$ cat src/rtl/alu_pkg.sv
// -----------------------------------------------------------------------------
// alu_pkg
// Shared definitions for the bit-serial ALU:
//   - 4-bit opcode constants, laid out as {ainv, binv, opA, opB}
//   - FSM state enum used by alu_serial_seq
//   - is_less(): true when an opcode selects the set-less-than path
// No ports; imported with "import alu_pkg::*;".
// -----------------------------------------------------------------------------
package alu_pkg;

    localparam logic [3:0] OP_AND = 4'b0000;
    localparam logic [3:0] OP_OR  = 4'b0001;
    localparam logic [3:0] OP_XOR = 4'b0010;
    localparam logic [3:0] OP_ADD = 4'b0011;
    localparam logic [3:0] OP_SUB = 4'b0111;
    localparam logic [3:0] OP_SLT = 4'b0110;
    localparam logic [3:0] OP_NOR = 4'b1100;

    typedef enum logic [1:0] {
        ST_IDLE = 2'd0,
        ST_RUN  = 2'd1,
        ST_FIX  = 2'd2,
        ST_DONE = 2'd3
    } state_t;

    // Selector 10 doubles as XOR (binv=0) and LESS (binv=1).
    function automatic logic is_less(input logic [3:0] op);
        return (op[1:0] == 2'b10) && op[2];
    endfunction

endpackage

$ cat src/rtl/alu_bit_slice.sv
// -----------------------------------------------------------------------------
// alu_bit_slice
// Combinational 1-bit ALU cell. Operand inversion happens before the
// function select, so the same cell covers AND/OR/XOR/ADD/SUB/NOR/SLT.
// Ports:
//   a, b        operand bits
//   less        value to emit on the LESS selection
//   cin         carry in
//   ainv, binv  invert a / b before selection
//   opA, opB    function select: 00 AND, 01 OR, 10 XOR/LESS, 11 SUM
//   result      selected output bit
//   cout        carry out of the full adder
//   sum         raw full-adder sum (needed at the MSB for SLT)
// -----------------------------------------------------------------------------
module alu_bit_slice (
    input  logic a,
    input  logic b,
    input  logic less,
    input  logic cin,
    input  logic ainv,
    input  logic binv,
    input  logic opA,
    input  logic opB,
    output logic result,
    output logic cout,
    output logic sum
);

    logic w_a;
    logic w_b;

    assign w_a  = a ^ ainv;
    assign w_b  = b ^ binv;
    assign sum  = w_a ^ w_b ^ cin;
    assign cout = (w_a & w_b) | (cin & (w_a ^ w_b));

    always_comb begin
        result = 1'b0;
        case ({opA, opB})
            2'b00:   result = w_a & w_b;
            2'b01:   result = w_a | w_b;
            2'b10:   result = binv ? less : (w_a ^ w_b);
            default: result = sum;
        endcase
    end

endmodule

$ cat src/rtl/alu_serial_seq.sv
// -----------------------------------------------------------------------------
// alu_serial_seq
// Bit-serial ALU: accepts operands with a valid/ready handshake, processes
// one bit per cycle LSB first through a single alu_bit_slice, applies the
// SLT fix-up in a one-cycle FIX state, then presents the result until the
// consumer takes it. Latency from accept to out_valid is WIDTH+2 cycles
// for every opcode.
//
// Parameters:
//   WIDTH      operand/result width, 4..64
// Ports:
//   clk        clock, rising edge
//   reset      synchronous, active-high
//   in_valid   operand/opcode offer
//   in_ready   high only while idle
//   a, b       operands
//   opcode     {ainv, binv, opA, opB}
//   out_valid  result available (held until out_ready)
//   out_ready  consumer accepts result
//   result     operation result
//   cout       carry out of the MSB
//   overflow   signed overflow (carry into MSB XOR carry out of MSB)
//   zero       only with ALU_SERIAL_ZERO_EN: high when result == 0
//
// Build option: define ALU_SERIAL_ZERO_EN to add the zero output.
// -----------------------------------------------------------------------------
module alu_serial_seq
    import alu_pkg::*;
#(
    parameter int WIDTH = 32
) (
    input  logic             clk,
    input  logic             reset,
    input  logic             in_valid,
    output logic             in_ready,
    input  logic [WIDTH-1:0] a,
    input  logic [WIDTH-1:0] b,
    input  logic [3:0]       opcode,
    output logic             out_valid,
    input  logic             out_ready,
    output logic [WIDTH-1:0] result,
    output logic             cout,
    output logic             overflow
`ifdef ALU_SERIAL_ZERO_EN
    ,
    output logic             zero
`endif
);

    localparam int CNT_W = $clog2(WIDTH);

    state_t             r_state;
    state_t             w_state_nxt;

    logic [WIDTH-1:0]   r_a;
    logic [WIDTH-1:0]   r_b;
    logic [3:0]         r_op;
    logic [WIDTH-1:0]   r_res;
    logic [CNT_W-1:0]   r_cnt;
    logic               r_carry;
    logic               r_cout;
    logic               r_ovf;
    logic               r_msb_sum;

    logic               w_accept;
    logic               w_last_bit;
    logic               w_res_bit;
    logic               w_cout;
    logic               w_sum;
    logic               w_less_bit;

    assign w_accept   = in_valid && (r_state == ST_IDLE);
    assign w_last_bit = (r_cnt == CNT_W'(WIDTH - 1));
    // Set-less-than outcome: sign of a-b corrected for overflow.
    assign w_less_bit = r_msb_sum ^ r_ovf;

    // Operands are shifted right so the slice always sees bit 0.
    alu_bit_slice u_slice (
        .a      (r_a[0]),
        .b      (r_b[0]),
        .less   (1'b0),
        .cin    (r_carry),
        .ainv   (r_op[3]),
        .binv   (r_op[2]),
        .opA    (r_op[1]),
        .opB    (r_op[0]),
        .result (w_res_bit),
        .cout   (w_cout),
        .sum    (w_sum)
    );

    // Next-state and handshake outputs
    always_comb begin
        w_state_nxt = r_state;
        in_ready    = 1'b0;
        out_valid   = 1'b0;
        case (r_state)
            ST_IDLE: begin
                in_ready = 1'b1;
                if (in_valid) begin
                    w_state_nxt = ST_RUN;
                end
            end
            ST_RUN: begin
                if (w_last_bit) begin
                    w_state_nxt = ST_FIX;
                end
            end
            ST_FIX: begin
                w_state_nxt = ST_DONE;
            end
            ST_DONE: begin
                out_valid = 1'b1;
                if (out_ready) begin
                    w_state_nxt = ST_IDLE;
                end
            end
            default: begin
                w_state_nxt = ST_IDLE;
            end
        endcase
    end

    // Operand capture and shifting; no reset needed since every operation
    // reloads these on accept before they are consumed.
    always_ff @(posedge clk) begin
        if (w_accept) begin
            r_a  <= a;
            r_b  <= b;
            r_op <= opcode;
        end else if (r_state == ST_RUN) begin
            r_a  <= r_a >> 1;
            r_b  <= r_b >> 1;
        end
    end

    // Control, carry chain and result accumulation
    always_ff @(posedge clk) begin
        if (reset) begin
            r_state   <= ST_IDLE;
            r_cnt     <= '0;
            r_res     <= '0;
            r_carry   <= 1'b0;
            r_cout    <= 1'b0;
            r_ovf     <= 1'b0;
            r_msb_sum <= 1'b0;
        end else begin
            r_state <= w_state_nxt;
            case (r_state)
                ST_IDLE: begin
                    if (in_valid) begin
                        r_cnt   <= '0;
                        // binv doubles as the +1 of two's-complement subtract.
                        r_carry <= opcode[2];
                    end
                end
                ST_RUN: begin
                    // New bits enter at the top; after WIDTH shifts the
                    // first (LSB) bit has reached position 0.
                    r_res   <= {w_res_bit, r_res[WIDTH-1:1]};
                    r_carry <= w_cout;
                    if (w_last_bit) begin
                        r_cnt     <= '0;
                        r_cout    <= w_cout;
                        r_ovf     <= r_carry ^ w_cout;
                        r_msb_sum <= w_sum;
                    end else begin
                        r_cnt <= r_cnt + 1'b1;
                    end
                end
                ST_FIX: begin
                    if (is_less(r_op)) begin
                        r_res[0] <= w_less_bit;
                    end
                end
                default: begin
                end
            endcase
        end
    end

`ifdef ALU_SERIAL_ZERO_EN
    logic r_zero;

    // Running AND of inverted result bits; FIX folds in the SLT bit 0,
    // whose RUN value was always 0.
    always_ff @(posedge clk) begin
        if (reset) begin
            r_zero <= 1'b0;
        end else begin
            case (r_state)
                ST_IDLE: begin
                    if (in_valid) begin
                        r_zero <= 1'b1;
                    end
                end
                ST_RUN: begin
                    r_zero <= r_zero & ~w_res_bit;
                end
                ST_FIX: begin
                    if (is_less(r_op)) begin
                        r_zero <= r_zero & ~w_less_bit;
                    end
                end
                default: begin
                end
            endcase
        end
    end

    assign zero = r_zero;
`endif

    assign result   = r_res;
    assign cout     = r_cout;
    assign overflow = r_ovf;

endmodule
$ cat config.mk
export PLATFORM = sky130hd
export DESIGN_NAME = alu_serial_seq
export DESIGN_NICKNAME = d
export VERILOG_FILES = /design/src/rtl/alu_pkg.sv /design/src/rtl/alu_bit_slice.sv /design/src/rtl/alu_serial_seq.sv
export SDC_FILE = /design/constraint.sdc
export NUM_CORES = 1
export LEC_CHECK = 0
export CAP_MARGIN = 30
export CORE_AREA = 2 2 133 70
export CTS_BUF_LIST = sky130_fd_sc_hd__clkbuf_4 sky130_fd_sc_hd__clkbuf_8
export DETAILED_ROUTE_END_ITERATION = 8
export DIE_AREA = 0 0 135 72
export PLACE_DENSITY = 0.87
export SETUP_SLACK_MARGIN = 0.4
export SKIP_LAST_GASP = 1
export SYNTH_ARGS = -nofsm -noshare
export SYNTH_HDL_FRONTEND = slang
export SYNTH_SLANG_ARGS = --single-unit
$ cat constraint.sdc
create_clock -name clk -period 6.2 [get_ports clk]
set_input_delay 0.93 -clock clk [delete_from_list [all_inputs] [get_ports clk]]
set_output_delay 0.93 -clock clk [all_outputs]
set_load 0.1 [all_outputs]
# Word level (Yosys, flattened, before mapping)
# Cells that the tools add are included.
[op_classes]
add_sub_neg = 1
n_mux = 19
eq_ne = 10
bitwise = 10
n_reduce_logical = 11
[op_table]
columns = ["cell", "count"]
rows = [
  ["two-way mux 32 bit", 4],
  ["two-way mux 5 bit", 2],
  ["one-hot mux 5 bit (2 select lines)", 1],
  ["!= test 2 bit, second input constant", 4],
  ["one-hot mux 2 bit (4 select lines)", 1],
  ["equality test 2 bit, second input constant", 3],
  ["two-way mux 2 bit", 3],
  ["AND reduction 2 bit", 3],
  ["nonzero test 2 bit", 3],
  ["XOR 1 bit", 6],
  ["adder 5 x 1 -> 5 bit, second input constant", 1],
  ["equality test 5 bit, second input constant", 1],
  ["two-way mux 1 bit", 5],
  ["equality test 2 x 1 -> 1 bit, second input constant", 2],
  ["zero test 2 bit", 2],
  ["one-hot mux 1 bit (2 select lines)", 2],
  ["one-hot mux 1 bit (3 select lines)", 1],
  ["AND reduction 3 bit", 1],
  ["bitwise AND 1 bit", 2],
  ["logical AND 1 bit", 2],
  ["bitwise OR 1 bit", 2],
]
[totals]
output_inout_bits = 36
input_bits = 72
register_bits = 111
elab_cells = 62

# Logic depth before layout (Yosys ltp)
# Gate-level depths: netlist of the first run.
[logic_depth]
ltp_word = 5
depth_mapped = 7
depth_no_buf = 6

# Hierarchy
# From an unflattened synthesis of the first run, not the netlist that was laid out.
[unflattened]
cells_unflattened = 332
hier_area_um2 = 5011.1
[modules_own_cells]
columns = ["mod", "n_inst", "cells_each", "area_per_inst_um2", "seq_area_each_um2"]
rows = [
  ["alu_serial_seq", 1, 319, 4892.2, 2902.8],
  ["alu_bit_slice", 1, 13, 118.9, 0.0],
]

# Least setup slack after synthesis of the first run
# Ideal clock, no wire load.
[synth_timing]
kind = "register -> register"
from = "reg r_state[0]"
to = "reg r_a[0], enable pin"
path_buffers = 2
setup_time_ns = 0.394
period_less_slack_ns = 3.223
setup_slack_ns = 2.977
arrival_ns = 2.829
path_stages_with_launch = 7
required_time_ns = 5.806
cell_sequence = "dfxtp_1 -> inv_1 -> ha_1 -> and2_2 -> buf_2 -> buf_4 -> or2_2"
[synth_via]
elab_chain_len = 3
word_cells_on_any_way = 4
classes_between = "eq/ne: 1; reduce/logical: 3"
[synth_rtl]
columns = ["element", "line_no", "source"]
rows = [
  ["start, declared", "alu_serial_seq.sv:52", "state_t r_state;"],
  ["start signal, assigned", "alu_serial_seq.sv:148", "r_state <= w_state_nxt;"],
  ["zero test 2 bit", "alu_serial_seq.sv:72", "assign w_accept = in_valid && (r_state == ST_IDLE);"],
  ["logical AND 1 bit", "alu_serial_seq.sv:72", ""],
  ["named net w_accept", "alu_serial_seq.sv:65", "logic w_accept;"],
  ["nonzero test 2 bit (no source line)", "-", ""],
  ["end signal, assigned", "alu_serial_seq.sv:132", "r_a <= r_a >> 1;"],
  ["end, declared", "alu_serial_seq.sv:55", "logic [WIDTH-1:0] r_a;"],
]
# The timed path passes the listed nets, and every way through them passes these cells.
# A chain may end at the register's enable or synchronous reset.

# Worst setup path after layout of the first run
[layout_timing]
from = "reg r_state[1]"
to = "out in_ready"
[layout_via]
elab_chain_len = 2
[layout_rtl]
columns = ["element", "line_no", "source"]
rows = [
  ["zero test 2 bit", "alu_serial_seq.sv:97", "case (r_state)"],
  ["two-way mux 1 bit", "alu_serial_seq.sv:97", ""],
  ["end, declared", "alu_serial_seq.sv:35", "output logic in_ready,"],
]
# Every way passes these cells.

==> impl_metrics.csv, run 1 <==
group,metric,value,unit
final_layout,finalCoreUtilization,70.7,%
yosys,yosys-top-cells-area,"sky130_fd_sc_hd__edfxtp_1 44%, sky130_fd_sc_hd__dfxtp_1 18%, sky130_fd_sc_hd__mux2_2 14%",
setup_path,cp.arrival,2.34,ns
cts,cts_setup_buffers,0,
setup_path,critical_path_depth_in_cells,3,
placement,pre_cts_slack,2.78,ns
floorplan,coreArea,8530,um^2
global_routing,grtUsageTotal,18.7,%
global_routing,grt_start_max_net_pins,65,
setup_path,critPathKind,"flip-flop to output pin",
sta,timing_hold_violations_final,0,
global_routing,grt_antenna_before_repair,0,
yosys,sequential_area_share_after_synthesis,61.9,%
sta,report.final.setup_viol,0,
sta,worst_pin_slew,1.00,ns
pwr,power.share.switching,31.8,%
pwr,pwr_density_cell,436,nW/um^2
setup_path,slowest_delay,1.19,ns
sta,number_of_pins_with_negative_max_slew_slack_in_the_final_report,0,
sta,final.setup_skew,0.00974,ns
cts,clk_path_buf_depth,2,
yosys,synth_area_leader_cell,"sky130_fd_sc_hd__edfxtp_1",
pwr,power_leakage,2.13,nW
cts,total_cts_buffers,9,
placement,detailedPlacementHpwl,5.92,mm
sta,rsz_0062_raised_after_global_routing,"no",
yosys,ys.flop_type,"sky130_fd_sc_hd__edfxtp_1",
sta,finalWorstPathRequiredPeriod,3.27,ns
cts,cts_root_buf,"sky130_fd_sc_hd__clkbuf_8",
yosys,ys_types,40,
min_path,timing.hold.worst_path_depth,2,
setup_path,critPathBufInv,2,
cts,cts_hold_buffers,0,
yosys,synth_edf_count,68,
final_layout,fin_area,6030,um^2
cts,cts_repair_resize_count,0,
pwr,pwr-share-clk,15.9,%
floorplan,io-pin-count,108,
cts,clock_tree.htree_level_count,3,
detailed_routing,detailedRoute.firstPassIterationCount,4,
sta,fmax,306,MHz
pwr,irDropWorstVdd,0.000208,V
detailed_routing,vias,2880,
flow_run,max_cap_viol_count,0,
setup_path,setup.worst_path.end_class,"output pin",
floorplan,floorplan.die_area,9720,um^2
setup_path,worstRegToRegCells,5,
setup_path,critPathLaunchType,"flip-flop",
global_routing,first_global_vias,2962,
yosys,yosysTopAreaCellShare,43.5,%
cts,cts_tree,"yes",
cts,clock_slew_at_reported_path_ffs,0.10,ns
detailed_routing,drc,0,
placement,io_buffer_count,107,
detailed_routing,route.detailed.vias_per_inst,5.21,
yosys,netlist_instances,327,
setup_path,timing.critical_path.cells,"inv_1 -> ha_1 -> clkdlybuf4s50_1",
yosys,yosysWarnings,0,
final_layout,area_delta_synth_final,28.5,%
sta,fin_ws,2.93,ns
setup_path,maximum_fanout_count_along_the_critical_path,7,
sta,maxSlewHeadroom,33.0,%
pwr,power_switching,0.836,mW
detailed_routing,first_iter_violations,173,
pwr,internal_power,1.79,mW
global_routing,grt.overflow.total,0,
yosys,postSynthAreaPerCell,14.3,um^2
yosys,yosys_register_bits,111,
detailed_routing,postRouteWirelength,8.69,mm
placement,placed_area,5840,um^2
global_routing,grt_first_pass_wirelength,14.1,mm
setup_path,critical-path-slowest-cell,"sky130_fd_sc_hd__clkdlybuf4s50_1",
final_layout,post_route_cells_drive_above_1_share,19.5,%
sta,layout_worst_path_cycle_share,52.7,%
detailed_routing,wire_per_inst,15.7,um
yosys,synth_commonest_cells,"68 x sky130_fd_sc_hd__edfxtp_1, 57 x sky130_fd_sc_hd__mux2_2, 43 x sky130_fd_sc_hd__dfxtp_1",
setup_path,cell_family_with_the_largest_share_of_critical_path_delay,"buffers and inverters",
floorplan,rows,24,
yosys,synthMostInstantiatedCell,"sky130_fd_sc_hd__edfxtp_1",
cts,clk_latency,0.36,ns
detailed_routing,antenna_left,0,
floorplan,chipWidth,135,um
placement,gp_routability_congestion,0.802,
min_path,worst_hold_path_type,"flip-flop to flip-flop",
floorplan,initial_utilization,55.0,%
yosys,syn_nets,409,
sta,setup_tns,0,ns
cts,cts.sink_count,111,
yosys,synth_area,4690,um^2
final_layout,n_antenna_cell,0,
final_layout,final_nets,513,
pwr,share_comb_of_total_power,36.2,%
setup_path,critPathRequiredTime,5.27,ns
run_status,status,"finished, final reports clean",
floorplan,die_height,72,um
yosys,synthArstFlopShare,0,%
pwr,seqPwrFrac,47.9,%
cell usage in the layout, fill, tap and decap left out, types with 3 or more instances in the layout:
master                            netlist  routed
sky130_fd_sc_hd__a21oi_1                8       8
sky130_fd_sc_hd__a311oi_1               3       3
sky130_fd_sc_hd__buf_4                  6       4
sky130_fd_sc_hd__clkbuf_8               0       9
sky130_fd_sc_hd__clkdlybuf4s50_1        0     107
sky130_fd_sc_hd__clkinvlp_4             0       3
sky130_fd_sc_hd__dfxtp_1               43      43
sky130_fd_sc_hd__edfxtp_1              68      68
sky130_fd_sc_hd__ha_1                   9       8
sky130_fd_sc_hd__inv_1                  6       6
sky130_fd_sc_hd__mux2_1                 6       6
sky130_fd_sc_hd__mux2_2                57      57
sky130_fd_sc_hd__mux2i_1               31      31
sky130_fd_sc_hd__nand2_1                5       5
sky130_fd_sc_hd__nand2b_1               4       4
sky130_fd_sc_hd__nor2_1                35      35
sky130_fd_sc_hd__nor2b_1                3       3
sky130_fd_sc_hd__xnor2_1                3       3
worst register-to-register path: stages (launching register included):
cell and delay (ns):
sky130_fd_sc_hd__dfxtp_1 0.35, sky130_fd_sc_hd__inv_1 0.12, sky130_fd_sc_hd__ha_1 0.32, sky130_fd_sc_hd__and2_2 0.67
sky130_fd_sc_hd__or2_2 0.22, sky130_fd_sc_hd__buf_4 0.63
stage by stage:
step	hold WS (ns)	total power [mW]	instances
6_report	0.487	2.63	553
5_1_grt	0.513	2.79	553
4_1_cts	0.497	2.66	553
3_5_place_dp	0.483	2.23	537
3_3_place_gp	0.454	2.16	537
2_1_floorplan	0.441	2.02	327
logic make-up after synthesis:
family	after synthesis	synth area share [%]
adders and majority gates	10	2.83
xor gates and xnor gates	4	0.747
DFF	111	61.9
and+or+nand+nor	63	6.67
muxes	95	22.2
buffers and inverters	24	2.72
AOI/OAI and AO/OA	20	2.93
path summary, 6_finish.rpt:
kind,from,end,slack [ns]
worst max-delay path,r_state[1]$_SDFFE_PP0P_,in_ready,2.93
worst min-delay path,result[0]$_SDFFE_PP0P_,result[0]$_SDFFE_PP0P_,0.49
worst max register to register,r_state[1]$_SDFFE_PP0P_,r_a[16]$_DFFE_PP_,3.50
worst min register to register,result[0]$_SDFFE_PP0P_,result[0]$_SDFFE_PP0P_,0.49
layout make-up:
type	instances	area, um^2
sequential	111	2900
fill	606	2500
multi-input combinational	192	1660
timing repair buffer	111	1100
tap	117	146
clock buffer	10	131
clock inverter	6	61.3
inverter	6	22.5
power groups by stage:
stage / sequential (mW) / clock, mW / combinational [mW]
after floorplan: 1.28 / 0 / 0.736
after global placement: 1.27 / 0 / 0.894
after detailed placement: 1.27 / 0 / 0.958
after CTS: 1.26 / 0.433 / 0.962
after global routing: 1.29 / 0.455 / 1.04
final: 1.26 / 0.419 / 0.952
sequential cells by signal, summed over array words and instances (netlist names):
signal / count
r_cnt: 5
r_state: 2
overflow: 1
result: 32
r_carry: 1
r_op: 4
r_msb_sum: 1
cout: 1
r_b: 32
r_a: 32
metal layers:
metal	up-vias	part of all wire [%]	GRT usage (%)	routed length, um
met4	0	0.86	4.98	75
li1	1405	-	-	-
met1	1392	43	22.9	3730
met2	75	50	32.5	4330
met3	8	6.3	6.22	549
met5	-	0	0	0
No activity file was read; power rests on OpenSTA's default activity.
==> run 2: changes to the inputs <==
--- a/config.mk
+++ b/config.mk
@@ -6,11 +6,11 @@
 export NUM_CORES = 1
 export LEC_CHECK = 0
 export CAP_MARGIN = 30
-export CORE_AREA = 2 2 133 70
+export CORE_AREA = 2 2 138 73
 export CTS_BUF_LIST = sky130_fd_sc_hd__clkbuf_4 sky130_fd_sc_hd__clkbuf_8
 export DETAILED_ROUTE_END_ITERATION = 8
-export DIE_AREA = 0 0 135 72
-export PLACE_DENSITY = 0.87
+export DIE_AREA = 0 0 140 75
+export PLACE_DENSITY = 0.81
 export SETUP_SLACK_MARGIN = 0.4
 export SKIP_LAST_GASP = 1
 export SYNTH_ARGS = -nofsm -noshare
==> constraint.sdc (replaced) <==
create_clock -name clk -period 3.43 [get_ports clk]
set_input_delay 0.5145 -clock clk [delete_from_list [all_inputs] [get_ports clk]]
set_output_delay 0.5145 -clock clk [all_outputs]
set_load 0.1 [all_outputs]
==> impl_metrics.csv, run 2 (synthesized netlist as in run 1, its figures left out) <==
group,metric,value,unit
run_status,status,"finished, final reports clean",
floorplan,initial_utilization,50.8,%
setup_path,critPathLaunchType,"flip-flop",
global_routing,grtUsageTotal,18.3,%
sta,maxSlewHeadroom,32.7,%
detailed_routing,route.detailed.vias_per_inst,5.18,
floorplan,die_height,75,um
cts,cts_hold_buffers,0,
sta,number_of_pins_with_negative_max_slew_slack_in_the_final_report,0,
global_routing,grt_antenna_before_repair,0,
sta,report.final.setup_viol,0,
cts,cts_repair_resize_count,0,
setup_path,timing.critical_path.cells,"clkdlybuf4s50_1",
final_layout,layout.cells.most_common,"sky130_fd_sc_hd__clkdlybuf4s50_1",
placement,placed_area,5890,um^2
final_layout,post_route_cells_drive_above_1_share,19.7,%
detailed_routing,first_iter_violations,161,
detailed_routing,detailedRoute.firstPassIterationCount,6,
pwr,pwr_density_cell,800,nW/um^2
detailed_routing,postRouteWirelength,9.00,mm
detailed_routing,drc,0,
final_layout,layout.cells.most_common_list,"105 x sky130_fd_sc_hd__clkdlybuf4s50_1, 68 x sky130_fd_sc_hd__edfxtp_1, 57 x sky130_fd_sc_hd__mux2_2",
placement,pre_cts_slack,1.09,ns
sta,layout_worst_path_cycle_share,71.1,%
pwr,power_leakage,2.17,nW
cts,cts.sink_count,111,
final_layout,fin_area,6100,um^2
global_routing,grt_start_max_net_pins,67,
setup_path,critPathBufInv,1,
cts,total_cts_buffers,9,
sta,final.setup_skew,0.0126,ns
sta,fin_ws,0.992,ns
flow_run,max_cap_viol_count,0,
floorplan,rows,25,
setup_path,cell_family_with_the_largest_share_of_critical_path_delay,"buffers and inverters",
cts,clock_tree.htree_level_count,3,
setup_path,maximum_fanout_count_along_the_critical_path,3,
setup_path,cp.arrival,1.92,ns
sta,setup_tns,0,ns
cts,cts_setup_buffers,0,
min_path,worst_hold_path_type,"flip-flop to flip-flop",
floorplan,coreArea,9230,um^2
setup_path,slowest_delay,1.17,ns
final_layout,area_delta_synth_final,30.0,%
setup_path,setup.worst_path.end_class,"output pin",
sta,final.hold.worst_slack,0.476,ns
global_routing,first_global_vias,2936,
floorplan,io-pin-count,108,
floorplan,chipWidth,140,um
sta,rsz_0062_raised_after_global_routing,"no",
detailed_routing,wire_per_inst,16.1,um
cts,clock_slew_at_reported_path_ffs,0.10,ns
global_routing,grt.overflow.total,0,
cts,clk_latency,0.37,ns
sta,finalWorstPathRequiredPeriod,2.44,ns
final_layout,fillCellCount,679,
cts,cts_tree,"yes",
floorplan,floorplan.die_area,10500,um^2
sta,fmax,410,MHz
detailed_routing,antenna_left,0,
placement,io_buffer_count,107,
cts,cts_root_buf,"sky130_fd_sc_hd__clkbuf_8",
final_layout,n_antenna_cell,0,
sta,timing_hold_violations_final,0,
setup_path,critPathKind,"flip-flop to output pin",
pwr,fin_total_pwr,4.88,mW
setup_path,critPathRequiredTime,2.92,ns
sta,worst_pin_slew,1.01,ns
cts,clk_path_buf_depth,2,
placement,gp_routability_congestion,0.753,
placement,detailedPlacementHpwl,6.17,mm
final_layout,final_nets,514,
global_routing,grt_first_pass_wirelength,14.6,mm
detailed_routing,vias,2890,
setup_path,critical-path-slowest-cell,"sky130_fd_sc_hd__clkdlybuf4s50_1",
pwr,irDropWorstVdd,0.000547,V
-- run 2: changes by cell type in the layout (fill, tap and decap cells not counted), sizes merged --
cell and delta:
buf +3, clkinvlp -3, clkdlybuf4s50 -2, clkinv +2, bufinv +1, clkbuf -1
inv +1
-- run 2: where the power goes --
part	switching (mW)	leakage (nW)	internal (mW)
logic	0.961	1.05	0.812
registers	0.150	1.01	2.12
clock network	0.433	0.106	0.406
total	1.54	2.17	3.34
-- run 2: final timing paths --
path | endpoint | startpoint | slack [ns] | cells past startpoint
max | overflow | overflow$_SDFFE_PP0P_ | 0.99 | 1
min | result[0]$_SDFFE_PP0P_ | result[0]$_SDFFE_PP0P_ | 0.48 | 2
max reg2reg | r_cnt[1]$_SDFFE_PP0P_ | r_state[1]$_SDFFE_PP0P_ | 1.30 | 6
min reg2reg | result[0]$_SDFFE_PP0P_ | result[0]$_SDFFE_PP0P_ | 0.48 | 2
-- run 2: final cells by class --
| type | instances | area, um^2 | share of cell area [%] |
|---|---|---|---|
| Clock buffer | 9 | 124 | 2.03 |
| Inverter | 6 | 22.5 | 0.369 |
| Sequential cell | 111 | 2900 | 47.6 |
| Tap cell | 121 | 151 | 2.48 |
| Clock inverter | 7 | 85.1 | 1.39 |
| Timing Repair Buffer | 112 | 1150 | 18.8 |
| Multi-Input combinational cell | 192 | 1670 | 27.3 |
-- run 2: per-stage QoR --
step	utilization, %	std cells
3_3_place_gp	63.5	541
4_1_cts	66.1	558
6_report	66.1	558
2_1_floorplan	-	327
3_5_place_dp	63.8	542
5_1_grt	66.1	558
-- run 2: metal layers --
layer,global-route usage [%],part of all wire (%),up-vias
met2,30.2,47,74
met5,0,0,-
met4,6.73,1.4,0
met1,23.6,46,1402
li1,-,-,1406
met3,5.28,5.2,8
-- run 2: worst register-to-register path: stages, from the launching register on --
cell and delay (ns):
sky130_fd_sc_hd__dfxtp_1 0.34, sky130_fd_sc_hd__inv_1 0.13, sky130_fd_sc_hd__ha_2 0.46, sky130_fd_sc_hd__buf_4 0.51
sky130_fd_sc_hd__mux2i_1 0.30, sky130_fd_sc_hd__a32oi_1 0.23, sky130_fd_sc_hd__nor2_1 0.06
==> run 3: changes to the inputs <==
--- a/config.mk
+++ b/config.mk
@@ -6,11 +6,11 @@
 export NUM_CORES = 1
 export LEC_CHECK = 0
 export CAP_MARGIN = 30
-export CORE_AREA = 2 2 138 73
+export CORE_AREA = 2 2 145 76
 export CTS_BUF_LIST = sky130_fd_sc_hd__clkbuf_4 sky130_fd_sc_hd__clkbuf_8
 export DETAILED_ROUTE_END_ITERATION = 8
-export DIE_AREA = 0 0 140 75
-export PLACE_DENSITY = 0.81
+export DIE_AREA = 0 0 147 78
+export PLACE_DENSITY = 0.78
 export SETUP_SLACK_MARGIN = 0.4
 export SKIP_LAST_GASP = 1
 export SYNTH_ARGS = -nofsm -noshare
==> constraint.sdc (replaced) <==
create_clock -name clk -period 2 [get_ports clk]
set_input_delay 0.3 -clock clk [delete_from_list [all_inputs] [get_ports clk]]
set_output_delay 0.3 -clock clk [all_outputs]
set_load 0.1 [all_outputs]
==> impl_metrics.csv, run 3 (synthesized netlist as in run 1, its figures left out) <==
group,metric,value,unit
final_layout,final_nets,563,
setup_path,worstRegToRegCells,5,
cts,cts_tree,"yes",
min_path,worst_hold_path_type,"flip-flop to flip-flop",
floorplan,die_height,78,um
final_layout,post_route_cells_drive_above_1_share,41.2,%
cts,cts_root_buf,"sky130_fd_sc_hd__clkbuf_8",
detailed_routing,vias,3152,
final_layout,sequential_cell_area,2910,um^2
detailed_routing,detailedRoute.firstPassIterationCount,4,
setup_path,critPathLaunchType,"flip-flop",
setup_path,critPathBufInv,1,
setup_path,timing.critical_path.cells,"xor2_2 -> inv_2 -> fa_2 -> mux4_2 -> a211oi_2",
detailed_routing,drc,0,
sta,worst_pin_slew,0.293,ns
sta,number_of_pins_with_negative_max_slew_slack_in_the_final_report,0,
setup_path,slowest_delay,0.49,ns
sta,fmax,524,MHz
floorplan,chipWidth,147,um
sta,maxSlewHeadroom,80.4,%
global_routing,grtUsageMet2,28.2,%
detailed_routing,antenna_left,0,
global_routing,grt.overflow.total,0,
cts,clk_path_buf_depth,2,
detailed_routing,postRouteWirelength,10.8,mm
setup_path,maximum_fanout_count_along_the_critical_path,2,
final_layout,area_delta_synth_final,49.6,%
cts,total_cts_buffers,9,
global_routing,grt_start_max_net_pins,45,
pwr,irDropWorstVdd,0.000720,V
min_path,timing.hold.worst_path_depth,2,
placement,gp_routability_congestion,0.804,
final_layout,n_antenna_cell,0,
detailed_routing,wire_per_inst,17.3,um
global_routing,grt_antenna_before_repair,0,
cts,clock_tree.htree_level_count,3,
flow_run,max_cap_viol_count,0,
floorplan,initial_utilization,46.5,%
sta,report.final.setup_viol,0,
final_layout,fin_area,7020,um^2
run_status,status,"finished, final reports clean",
final_layout,multi_input_area,1900,um^2
sta,layout_worst_path_cycle_share,95.5,%
setup_path,cell_family_with_the_largest_share_of_critical_path_delay,"multiplexers",
global_routing,gr-max-usage-layer,"met2",
sta,rsz_0062_raised_after_global_routing,"yes",
placement,placed_area,5980,um^2
sta,final.setup_skew,0.0126,ns
pwr,power_leakage,2.72,nW
floorplan,io-pin-count,108,
global_routing,grtUsageMet1,21.5,%
placement,io_buffer_count,107,
cts,cts.sink_count,111,
global_routing,grt_first_pass_wirelength,15.1,mm
final_layout,fillCellCount,709,
cts,clock_slew_at_reported_path_ffs,0.11,ns
sta,setup_tns,0,ns
detailed_routing,first_iter_violations,223,
sta,finalWorstPathRequiredPeriod,1.91,ns
floorplan,rows,26,
setup_path,critPathKind,"flip-flop to flip-flop",
floorplan,coreArea,10100,um^2
cts,cts_hold_buffers,0,
setup_path,critical_path_depth_in_cells,5,
final_layout,layout.cells.most_common,"sky130_fd_sc_hd__clkdlybuf4s50_1",
sta,timing_hold_violations_final,0,
setup_path,critical-path-slowest-cell,"sky130_fd_sc_hd__mux4_2",
floorplan,floorplan.die_area,11500,um^2
global_routing,grt_util_met3,5.24,%
placement,detailedPlacementHpwl,5.87,mm
global_routing,grtUsageTotal,16.9,%
setup_path,cp.arrival,2.21,ns
final_layout,layout.cells.most_common_list,"71 x sky130_fd_sc_hd__clkdlybuf4s50_1, 68 x sky130_fd_sc_hd__edfxtp_1, 55 x sky130_fd_sc_hd__buf_4",
cts,clk_latency,0.38,ns
global_routing,first_global_vias,3013,
setup_path,setup.worst_path.end_class,"flip-flop",
pwr,pwr_density_cell,1540,nW/um^2
setup_path,critPathRequiredTime,2.30,ns
detailed_routing,route.detailed.vias_per_inst,5.04,
## run 3: changes by cell type in the layout (fill, tap and decap cells not counted), sizes merged
cell / before / now
buf: 7 / 81
clkdlybuf4s50: 105 / 71
clkbuf: 9 / 17
clkinv: 4 / 2
inv: 7 / 9
or2: 1 / 2
## run 3: per-layer routing
metal | vias to the layer above | part of all wire, %
met5 | - | 0
li1 | 1516 | -
met4 | 0 | 1.3
met2 | 82 | 49
met3 | 16 | 5.2
met1 | 1538 | 45
## run 3: final cells by class
type	count	area share [%]
flip-flops and latches	111	41.5
repair buffers	160	25.3
clock buffers	9	1.77
clock inverters	7	1.48
well taps	140	2.50
multi-input cells	193	27.1
inverters	6	0.392
## run 3: worst paths after layout
path	from	endpoint	slack, ns
max	r_op[3]$_DFFE_PP_	result[31]$_SDFFE_PP0N_	0.09
max reg2reg	r_op[3]$_DFFE_PP_	result[31]$_SDFFE_PP0N_	0.09
min reg2reg	result[0]$_SDFFE_PP0P_	result[0]$_SDFFE_PP0P_	0.48
min	result[0]$_SDFFE_PP0P_	result[0]$_SDFFE_PP0P_	0.48
## run 3: repair_timing
action / 4_1_cts / 5_1_grt
endpoints found under the setup margin: 125 / 148
cloned: 3 / 13
gates resized for setup: 14 / 47
setup buffers: 17 / 10
pin swaps: 5 / 8
## run 3: worst register-to-register path: cells and delay by family, from the launching register on
family                   cells  cell delay (ns)
flip-flops                   1             0.43
adder cells (fa/ha/maj)      1             0.46
multiplexers                 1             0.49
buffers and inverters        1             0.07
XOR/XNOR                     1             0.22
AO/OA/AOI/OAI                1             0.18
## run 3: stage by stage
stage                     hold WS (ns)  setup WS, ns  power (mW)  util, %  instances
final                            0.485        0.0901        10.8     69.6        626
after global routing             0.483        0.0129        11.3     69.6        626
after CTS                        0.459        0.0637        9.41     64.4        603
after global placement           0.467        0.0881        7.20     59.3        567
after detailed placement         0.475        0.0358        7.30     59.3        567
after floorplan                  0.399        -0.162        6.36        -        327
## run 3: power breakdown
| part | total [mW] | switching (mW) | internal [mW] |
|---|---|---|---|
| clock network | 1.52 | 0.800 | 0.724 |
| logic | 5.34 | 2.27 | 3.07 |
| registers | 3.94 | 0.293 | 3.65 |
==> patch 1, RTL diff (flow settings as in run 3) <==
`WIDTH`: 32 -> 16.
--- a/src/rtl/alu_serial_seq.sv
+++ b/src/rtl/alu_serial_seq.sv
@@ -28,5 +28,5 @@
     import alu_pkg::*;
 #(
-    parameter int WIDTH = 32
+    parameter int WIDTH = 16
 ) (
     input  logic             clk,
Interface: changed (resized a, b and result); port bits go from 108 to 60. No check against the original RTL was run, so the function may have changed too.
==> patch 1 against run 3 <==
  * Sequential cell count fell by 49
  * Final area decreased by 46%
  * Worst setup slack improved by 0.020 ns
  * Wire length down 53%
  * Area after synthesis decreased by 42%
  * Sequential share of layout area grew 0.71 points
  * Via count fell by 45%
  * Global-route usage down 7.6 points
  * Total power down 49%
  * Critical path type unchanged
==> patch 1: results (changes against run 3) <==
metric	value	unit	change
status	finished clean		unchanged
dp_hpwl	3640	µm	was 5870 µm
p_leak	0.00144	µW	was 0.00272 µW
clk_path_buf_depth	2		unchanged
synthDistinctLibCells	33		was 40
wl_per_cell	12.0	µm	was 17.3 µm
synth_xor_xnor_area_share	1.28	%	was 0.747%
place_inst	400		was 567
place.gp.congestion	0.733		was 0.804
drt_wl_total	5030	µm	was 10800 µm
synth_fa_ha_area_share	4.38	%	was 2.83%
grt_first_pass_wirelength	8340	µm	was 15100 µm
skew	0.0137	ns	was 0.0126 ns
critPathArrivalTime	2.14	ns	was 2.21 ns
drt_first_iter_violations	79		was 223
whs	0.479	ns	was 0.485 ns
yosys-top-cells-area	edfxtp_1 39%, dfxtp_1 19%, mux2_2 12%, mux2i_1 6.6%, ha_1 3.7%		was edfxtp_1 44%, dfxtp_1 18%, mux2_2 14%, mux2i_1 6.6%, nor2_1 2.8%
synth_nets	253		was 409
dr.pass1.iters	4		unchanged
slowest_delay	0.48	ns	
grt_max_degree	33		was 45
synth_compound_area_share	3.84	%	was 2.93%
clkSlewWorstSetupHoldPaths	0.07	ns	was 0.11 ns
place_ws	0.0669	ns	was 0.0358 ns
grt.overflow.total	0		unchanged
worst_slack	0.110	ns	was 0.0901 ns
antenna_found_initial	0		unchanged
synth_common_cells	36 x edfxtp_1, 28 x mux2_2, 26 x dfxtp_1		was 68 x edfxtp_1, 57 x mux2_2, 43 x dfxtp_1
hp-class	reg2reg		unchanged
crit_slowest_cell	fa_2		was mux4_2
routed_via_density	4.12		was 5.04
irDropWorstVdd	0.000544	V	was 0.000720 V
grt_pass1_vias	1749		was 3013
n_antenna_cell	0		unchanged
grtUsageTotal	9.33	%	was 16.9%
root_buffer	clkbuf_8		unchanged
final_nets	322		was 563
avgSynthCellArea	13.4	µm²	was 14.3 µm²
synthFlopType	edfxtp_1		unchanged
clock_latency	0.33	ns	was 0.38 ns
ys_warn_count	0		unchanged
port_buffers	59		was 107
synthArstFlopShare	0	%	unchanged
yosysSeqAreaShare	58.4	%	was 61.9%
synth_mux_area_share	20.1	%	was 22.2%
worst_slew_margin_rel	75.7	%	was 80.4%
cts_made_buffers	9		unchanged
critPathMaxFanout	3		was 2
drive_gt1_share	31.7	%	was 41.2%
synth_edf_count	36		was 68
htree_levels	3		unchanged
-- patch 1: kinds of logic (layout without fill, tap and decap cells) --
group           count (synthesis)  in the layout
flops                          62             62
fa+ha+maj                       9              9
simple gates                   47             47
xor+xnor                        4              4
compound gates                 14             14
mux                            50             50
buf+inv                        18             92
-- patch 1: final timing paths --
check / startpoint / to / cells after the start
max reg2reg: r_op[2] / result[15] / 4
max: r_op[2] / result[15] / 4
min: result[0] / result[0] / 2
min reg2reg: result[0] / result[0] / 2
-- patch 1: layout make-up --
cell class	instances	area, µm²
clock inverter	4	71.3
sequential	62	1600
fill	982	6280
inverter	8	30.0
multi-input combinational	124	1110
clock buffer	12	146
timing repair buffer	68	662
tap	140	175
-- patch 1: per-layer routing --
metal	GRT usage [%]	up-vias	wire, µm	share of wire, %
met5	0	-	0	0
met3	3.29	7	171	3.4
met2	16.9	18	2680	53
met1	9.90	818	2100	42
li1	-	881	-	-
met4	4.13	0	71	1.4
-- patch 1: worst max-delay path, delay by kind of cell, from the launching register on --
| kind | cells | cell delay [ns] |
|---|---|---|
| mux | 1 | 0.48 |
| fa+ha+maj | 1 | 0.48 |
| compound gates | 1 | 0.17 |
| xor+xnor | 1 | 0.24 |
| flops | 1 | 0.44 |
-- patch 1: timing repair --
action,CTS,global route
gates resized for setup,1,3
pin swaps,2,0
hold endpoints to repair,0,0
endpoints found under the setup margin,32,5
buffers inserted,1,1
-- patch 1: per-stage QoR --
step | total power (µW) | instance area, µm² | utilization, %
after CTS | 5550 | 3790 | 37.5
final | 5510 | 3800 | 37.7
after floorplan | 3730 | 2790 | -
after detailed placement | 4290 | 3550 | 35.2
after global routing | 5830 | 3800 | 37.7
after global placement | 4240 | 3550 | 35.2
-- patch 1: power by group --
part / switching [µW] / internal, µW
combinational: 1110 / 1060
sequential: 151 / 1980
clock: 464 / 743
==> patch 2, RTL diff (flow settings as in run 3) <==
Made on the original files. Re-encode `state_t` (4 states) as one-hot, 4 bits wide.
--- a/src/rtl/alu_pkg.sv
+++ b/src/rtl/alu_pkg.sv
@@ -17,9 +17,9 @@
     localparam logic [3:0] OP_NOR = 4'b1100;
 
-    typedef enum logic [1:0] {
-        ST_IDLE = 2'd0,
-        ST_RUN  = 2'd1,
-        ST_FIX  = 2'd2,
-        ST_DONE = 2'd3
+    typedef enum logic [3:0] {
+        ST_IDLE = 4'b0001,
+        ST_RUN  = 4'b0010,
+        ST_FIX  = 4'b0100,
+        ST_DONE = 4'b1000
     } state_t;
 
Function: no difference found for any inputs over 10 cycles, from zero or initial values and one cycle with reset high; not proved beyond that.
==> patch 2 against run 3 <==
  * Worst setup slack worse by 0.083 ns
  * Final area is 8.1% higher
  * Via count is 11% higher
  * Largest cell class unchanged
  * Sequential cell count is 2 higher
  * Wire length is 18% higher
  * Fmax is 4.2% lower
  * Hold slack worse by 0.061 ns
  * Highest routed layer unchanged
  * Area after synthesis is 7.8% higher
  * Die area stayed put
  * Final cell count is 10% higher
Power is not compared: it rests on default switching activity, and its combinational part moved more than twofold at a synthesized area within 25%.
==> patch 2: results (changes against run 3) <==
metric	value	unit	change
synthDistinctLibCells	45		was 40
yosysSeqAreaShare	58.2	%	was 61.9%
grt_max_degree	44		was 45
nFillCells	612		was 709
grt_pass1_vias	3356		was 3013
use_met2	31.8	%	was 28.2%
critPathMaxFanout	5		was 2
synth_nets	444		was 409
hp-class	in2reg		was reg2reg
reg2reg_from	r_state[2]		was r_op[3]
seq_area	2950	µm²	was 2910 µm²
worst_slew_margin_rel	62.9	%	was 80.4%
cts_setup_buffers	14		was 17
path_delay_family	buffers and inverters		was multiplexers
multi_input_area_share	26.1	%	was 27.1%
hold_path_depth	1		was 2
dr_wl_met3	710	µm	was 560 µm
min_to	r_op[1]		was result[0]
m1WireLength	5760	µm	was 4860 µm
final_nets	613		was 563
cts_resized	30		was 14
power	7160	µW	
grtUsageTotal	20.2	%	was 16.9%
crit_slowest_cell	or4b_4		was mux4_2
timing.rr.end	r_b[16]		was result[31]
wl_met2	6120	µm	was 5240 µm
n_antenna_cell	0		unchanged
clock_latency	0.42	ns	was 0.38 ns
routed_via_density	5.09		was 5.04
met3_usage	6.00	%	was 5.24%
inverters	12		was 6
drive_gt1_share	40.8	%	was 41.2%
buffer_area_share	26.4	%	was 25.3%
dp_hpwl	6750	µm	was 5870 µm
clock_buffers	20		was 9
critPathArrivalTime	2.13	ns	was 2.21 ns
grt_first_pass_wirelength	17600	µm	was 15100 µm
clkSlewWorstSetupHoldPaths	0.08	ns	was 0.11 ns
htree_levels	4		was 3
multi_input_gates	220		was 193
num-nonclk-buffers	172		was 160
hold_path.startpoint	opcode[1]		was result[0]
cts_made_buffers	17		was 9
status	finished clean		unchanged
drt_first_iter_violations	135		was 223
r2r_slack	0.007	ns	was 0.09 ns
ys_ff_latch	113		was 111
drt_wl_total	12700	µm	was 10800 µm
placed_area	6310	µm²	was 5980 µm²
skew	0.0108	ns	was 0.0126 ns
synth_common_cells	68 x edfxtp_1, 64 x nand2_1, 59 x mux2_4		was 68 x edfxtp_1, 57 x mux2_2, 43 x dfxtp_1
use_met1	26.8	%	was 21.5%
yosys-top-cells-area	edfxtp_1 40%, dfxtp_1 18%, mux2_4 18%, nand2_1 4.8%, a21oi_1 3.7%		was edfxtp_1 44%, dfxtp_1 18%, mux2_2 14%, mux2i_1 6.6%, nor2_1 2.8%
final-clk-cell-share	4.93	%	was 3.25%
slowest_delay	0.59	ns	was 0.49 ns
[patch 2: changes by cell type after synthesis, sizes merged, moves of 3 or more]
cell    delta
clkbuf     +9
buf        -3
a21oi     +29
ha         -5
nand2     +60
nor2      -34
or4b       +3
o21ai      +7
mux2i     -31
inv        +3
[patch 2: per-stage QoR]
stage	setup WS, ns	utilization [%]	hold slack [ns]	std cells
6_report	0.00690	75.2	0.423	689
5_1_grt	-0.00764	75.2	0.404	689
4_1_cts	0.0467	70.7	0.402	664
3_5_place_dp	0.0344	62.6	0.460	610
3_3_place_gp	0.0683	62.6	0.453	610
2_1_floorplan	-0.561	-	0.399	367
[patch 2: kinds of logic (layout without fill, tap and decap cells)]
family / Yosys count / in the layout / share of synthesized area, %
buf+inv: 34 / 216 / 5.35
compound gates: 59 / 59 / 6.86
fa+ha+maj: 5 / 5 / 1.39
xor+xnor: 6 / 6 / 1.04
simple gates: 87 / 87 / 8.51
flops: 113 / 113 / 58.2
mux: 63 / 63 / 18.6
